`src/rtl/vga_timing_controller.sv`:
```
// vga_timing_controller
//   Free-running 640x480@60 Hz raster timing generator driven by the 25 MHz
//   pixel clock. Every output is a register loaded from the next-state
//   counter values, so all outputs describe the same pixel in the same cycle.
//
//   Ports
//     vga_clk      in   pixel clock, rising-edge active
//     reset_n      in   asynchronous active-low reset
//     hs, vs       out  horizontal / vertical sync, active low
//     blank        out  1 = visible pixel
//     sync         out  composite sync, constant 0
//     DrawX/DrawY  out  current pixel column / line (10 bits)
//     line_start   out  1-cycle pulse while DrawX==0
//     frame_start  out  1-cycle pulse while DrawX==0 and DrawY==0
//     frame_count  out  8-bit frame index, bumps with frame_start, wraps
`timescale 1ns/1ps
module vga_timing_controller #(
  parameter int H_ACTIVE = 640,
  parameter int H_FP     = 16,
  parameter int H_SYNC   = 96,
  parameter int H_BP     = 48,
  parameter int V_ACTIVE = 480,
  parameter int V_FP     = 10,
  parameter int V_SYNC   = 2,
  parameter int V_BP     = 33
) (
  input  logic       vga_clk,
  input  logic       reset_n,
  output logic       hs,
  output logic       vs,
  output logic       blank,
  output logic       sync,
  output logic [9:0] DrawX,
  output logic [9:0] DrawY,
  output logic       line_start,
  output logic       frame_start,
  output logic [7:0] frame_count
);

  localparam int H_TOTAL = H_ACTIVE + H_FP + H_SYNC + H_BP;
  localparam int V_TOTAL = V_ACTIVE + V_FP + V_SYNC + V_BP;

  localparam logic [9:0] H_LAST   = 10'(H_TOTAL - 1);
  localparam logic [9:0] V_LAST   = 10'(V_TOTAL - 1);
  localparam logic [9:0] H_ACT    = 10'(H_ACTIVE);
  localparam logic [9:0] V_ACT    = 10'(V_ACTIVE);
  localparam logic [9:0] HS_START = 10'(H_ACTIVE + H_FP);
  localparam logic [9:0] HS_END   = 10'(H_ACTIVE + H_FP + H_SYNC);
  localparam logic [9:0] VS_START = 10'(V_ACTIVE + V_FP);
  localparam logic [9:0] VS_END   = 10'(V_ACTIVE + V_FP + V_SYNC);

  logic [9:0] hc_q, hc_d;
  logic [9:0] vc_q, vc_d;
  logic       hs_q, hs_d;
  logic       vs_q, vs_d;
  logic       blank_q, blank_d;
  logic       line_start_q, line_start_d;
  logic       frame_start_q, frame_start_d;
  logic [7:0] frame_count_q, frame_count_d;

  always_comb begin
    hc_d = (hc_q == H_LAST) ? 10'd0 : hc_q + 10'd1;
    vc_d = vc_q;
    if (hc_q == H_LAST)
      vc_d = (vc_q == V_LAST) ? 10'd0 : vc_q + 10'd1;

    // Decode from the next-state counters so the registered flags line up
    // with the registered coordinates (zero skew between outputs).
    hs_d          = !((hc_d >= HS_START) && (hc_d < HS_END));
    vs_d          = !((vc_d >= VS_START) && (vc_d < VS_END));
    blank_d       = (hc_d < H_ACT) && (vc_d < V_ACT);
    line_start_d  = (hc_d == 10'd0);
    frame_start_d = (hc_d == 10'd0) && (vc_d == 10'd0);
    frame_count_d = frame_start_d ? frame_count_q + 8'd1 : frame_count_q;
  end

  // Reset parks the counters on the last pixel of the frame so the first
  // edge after release lands on (0,0) with frame_start and frame_count=0.
  always_ff @(posedge vga_clk or negedge reset_n) begin
    if (!reset_n) begin
      hc_q          <= H_LAST;
      vc_q          <= V_LAST;
      hs_q          <= 1'b1;
      vs_q          <= 1'b1;
      blank_q       <= 1'b0;
      line_start_q  <= 1'b0;
      frame_start_q <= 1'b0;
      frame_count_q <= 8'hFF;
    end else begin
      hc_q          <= hc_d;
      vc_q          <= vc_d;
      hs_q          <= hs_d;
      vs_q          <= vs_d;
      blank_q       <= blank_d;
      line_start_q  <= line_start_d;
      frame_start_q <= frame_start_d;
      frame_count_q <= frame_count_d;
    end
  end

  assign DrawX       = hc_q;
  assign DrawY       = vc_q;
  assign hs          = hs_q;
  assign vs          = vs_q;
  assign blank       = blank_q;
  assign sync        = 1'b0;
  assign line_start  = line_start_q;
  assign frame_start = frame_start_q;
  assign frame_count = frame_count_q;

endmodule

```
`config.mk`:
```
export PLATFORM = sky130hd
export DESIGN_NAME = vga_timing_controller
export DESIGN_NICKNAME = d
export VERILOG_FILES = /design/src/rtl/vga_timing_controller.sv
export SDC_FILE = /design/constraint.sdc
export NUM_CORES = 1
export LEC_CHECK = 0
export BUFFER_PORTS_ARGS = -buffer_cell sky130_fd_sc_hd__clkbuf_2
export CAP_MARGIN = 20
export CORE_MARGIN = 2
export CORE_UTILIZATION = 50
export CTS_CLUSTER_DIAMETER = 120
export DETAILED_ROUTE_END_ITERATION = 8
export PLACE_DENSITY = 0.87
export SYNTH_ARGS = -nofsm -noshare
export SYNTH_HDL_FRONTEND = slang
export SYNTH_SLANG_ARGS = --single-unit
```
`constraint.sdc`:
```
create_clock -name vga_clk -period 2.63 [get_ports vga_clk]
set_clock_uncertainty 0.05 [all_clocks]
set_input_delay 0.526 -clock vga_clk [delete_from_list [all_inputs] [get_ports vga_clk]]
set_output_delay 0.526 -clock vga_clk [all_outputs]
set_load 0.02 [all_outputs]
```
==> impl_metrics.yaml <==
layout:
  final_cell_area_mm2: 0.002655
  fin_nets: 272
  multiInputGateArea_mm2: 0.001107
  fillers: 261
  layout_common_cells: "buf_4 (47), clkbuf_2 (34), dfstp_2 (20)"
  n_antenna_cell: 0
  final_common_cell: "buf_4"
  synthToLayoutAreaGrowth_pct: 38.69
  drive_gt1_share_pct: 52.06
  final_util_pct: 72.52
  regArea_um2: 852.1
sta:
  final_hold_viol_count: 0
  fin_crit_ns: 2.787
  setup_viol: 8
  worst_slack_ns: -0.1565
  period_share_pct: 106.0
  maxSlewHeadroom_pct: 46.15
  clock.fmax_mhz: 358.9
  worst_pin_slew_ns: 0.8077
  rsz0062_at_grt: "true"
  drv_slew: 0
global_routing:
  gr-usage-met3_pct: 6.133
  overflow: 0
  grt_pass1_vias: 1738
  antenna_found_initial: 0
  track_usage_pct: 26.47
  grt_start_max_net_pins: 34
  busiest_layer: "met2"
  gr-usage-met1_pct: 30.85
  met2_usage_pct: 46.09
  grt_pass1_wl_um: 8493
pwr:
  swShare_pct: 22.31
  p_seq_share_pct: 57.1
  powerDensity_mw_per_mm2: 335.9
  leakagePower_nw: 1.193
  pwr-share-clk_pct: 41.7
  p_comb_share_pct: 1.2
  vdd_drop_max_uv: 314.8
  p_switching_mw: 0.1990
  intPower_mw: 0.6928
floorplan:
  ios: 36
  rows: 22
  start_util_pct: 52.29
  die_area_mm2: 0.004340
  die_w_um: 65.88
  core_area_mm2: 0.003661
  die_y_um: 65.88
synth:
  syn_avg_cell_area_um2: 10.29
  synth_cell_types: 48
  synth_area_mm2: 0.001914
  synth_area_leaders: "dfstp_2 (27%), dfrtp_1 (17%), xor2_1 (5.5%), nand2_1 (3.7%), xnor2_1 (3.7%)"
  post-synth-top-area-cell: "dfstp_2"
  ys_warn_count: 0
  synth_top_cell_area_share_pct: 27.45
  synth_cells: 186
  ys_ff_latch: 33
  seq_area_frac_synth_pct: 44.44
  synth_fp_nets: 192
placement:
  routabilityCongestion: 0.9318
  place_area_mm2: 0.002415
  io_buffers: 34
  dp_hpwl_um: 3603
drt:
  first_pass_iters: 4
  vias: 1804
  drc: 0
  drtAntennaViolNets: 0
  vias_per_cell: 5.727
  wl_per_cell_um: 16.89
  wl_um: 5320
  drt_iter0_markers: 137
critical_path:
  critPathSlowestCell: "dfstp_2"
  slowest_delay_ns: 0.54
  cp_top_family: "simple AND/OR/NAND/NOR gates"
  crit_buf_inv: 1
  required_ns: 2.79
  start_kind: "flop"
  cp_common_cell: "xor2_1"
  path_cells: "or4b_4 > nor4_4 > xor2_1 > a2111oi_2 > nand4_2 > buf_6 > nor3_2 > xor2_1"
  cp_max_fo: 6
  worstSetupPathType: "flop to flop"
  cp-end-kind: "flop"
  worstPathArrival_ns: 2.94
job:
  maxCapViolCount: 0
clock_network:
  clk_pin_slew_ns: 0.07
  clock_latency_ns: 0.29
  cts_hold_buf: 0
  clock-root-buffer: "clkbuf_8"
  tritoncts: "built"
  h-tree-depth: 2
  cts_buffer_depth: 2
  clock_sink_count: 33
  cts_made_buffers: 5
outcome:
  status: "finished with violations"
  violations: "setup timing"
min_path:
  hold_class: "primary input to async pin"
[state kept, by name (all words and copies together), names as in the netlist]
name and count:
DrawX 10, blank 1, vs 1, hs 1
frame_start 1, DrawY 10, frame_count 8, line_start 1
[routing by layer]
layer / vias to the layer above / routed length (um)
li1: 833 / -
met2: 61 / 2810
met4: 0 / 169
met1: 893 / 2081
met5: - / 0
met3: 17 / 258
[path summary, 6_finish.rpt]
path | startpoint | to | slack (ns) | depth (start not counted)
max | DrawX[9]$_DFF_PN1_ | frame_count[4]$_DFFE_PN1P_ | -0.16 | 8
min | reset_n | DrawY[0]$_DFF_PN0_ | 0.26 | 1
max reg2reg | DrawX[9]$_DFF_PN1_ | frame_count[4]$_DFFE_PN1P_ | -0.16 | 8
min reg2reg | frame_count[6]$_DFFE_PN1P_ | frame_count[6]$_DFFE_PN1P_ | 0.48 | 2
max in group asynchronous | reset_n | DrawX[5]$_DFF_PN0_ | 1.70 | 1
min in group vga_clk | frame_count[6]$_DFFE_PN1P_ | frame_count[6]$_DFFE_PN1P_ | 0.48 | 2
[metrics by stage]
stage	worst slack [ns]	total power [mW]	setup TNS, ns	cells	hold slack (ns)
floorplan	-0.2562	0.5198	-1.246	186	0.1804
global placement	-0.08869	0.5290	-0.3360	302	0.4476
detailed placement	-0.2129	0.5293	-1.366	302	0.4568
CTS	-0.08514	0.9003	-0.3881	313	0.2953
global route	-0.2890	0.9260	-1.771	315	0.3237
finish	-0.1565	0.8918	-0.7128	315	0.2642
[synthesized netlist by cell type (all sizes together)]
| cell | number |
|---|---|
| a2111oi | 2 |
| a211oi | 1 |
| a21oi | 7 |
| a221o | 1 |
| a31oi | 1 |
| and2 | 1 |
| and2b | 1 |
| and3 | 2 |
| and3b | 1 |
| and4 | 1 |
| buf | 5 |
| clkbuf | 4 |
| conb | 1 |
| dfrtp | 13 |
| dfstp | 20 |
| ha | 4 |
| inv | 5 |
| mux2 | 1 |
| nand2 | 19 |
| nand3 | 12 |
| nand4 | 11 |
| nand4b | 1 |
| nor2 | 14 |
| nor2b | 1 |
| nor3 | 4 |
| nor3b | 2 |
| nor4 | 5 |
| nor4b | 4 |
| o21ai | 7 |
| o21bai | 1 |
| o311a | 1 |
| o311ai | 1 |
| o31ai | 3 |
| or3 | 6 |
| or4 | 2 |
| or4b | 1 |
| xnor2 | 8 |
| xor2 | 12 |
[cells by family (layout without fill, tap and decap cells)]
family,count (synthesis),after routing,synth area share (%)
AOI/OAI and AO/OA,25,25,9.935
DFF,33,33,44.44
xor gates and xnor gates,20,20,9.150
adders and majority gates,4,4,2.614
and+or+nand+nor,88,88,27.65
other,1,1,0.1959
buffers and inverters,14,95,5.425
muxes,1,1,0.5882
[what timing repair did]
item / in CTS / in global routing
cloned: 0 / 0
gates resized for setup: 15 / 7
endpoints found under the setup margin: 11 / 10
buffers inserted: 3 / 2
endpoints found under the hold margin: 0 / 0
pin swaps: 7 / 10
[power groups by stage]
| stage | clock network, mW | registers [mW] | logic (mW) |
|---|---|---|---|
| 5_1_grt | 0.404 | 0.509 | 0.0133 |
| 3_5_place_dp | 0 | 0.517 | 0.0119 |
| 2_1_floorplan | 0 | 0.517 | 0.00238 |
| 6_report | 0.372 | 0.509 | 0.0111 |
| 4_1_cts | 0.379 | 0.509 | 0.0120 |
| 3_3_place_gp | 0 | 0.517 | 0.0117 |
[cell type report]
| class | instances | share of cell area [%] |
|---|---|---|
| clock buffers | 6 | 2.733 |
| repair buffers | 82 | 20.12 |
| multi-input cells | 139 | 41.71 |
| flip-flops and latches | 33 | 32.09 |
| inverters | 5 | 0.7069 |
| clock inverters | 2 | 0.3770 |
| well taps | 48 | 2.262 |
Power figures use the tool's default switching activity.
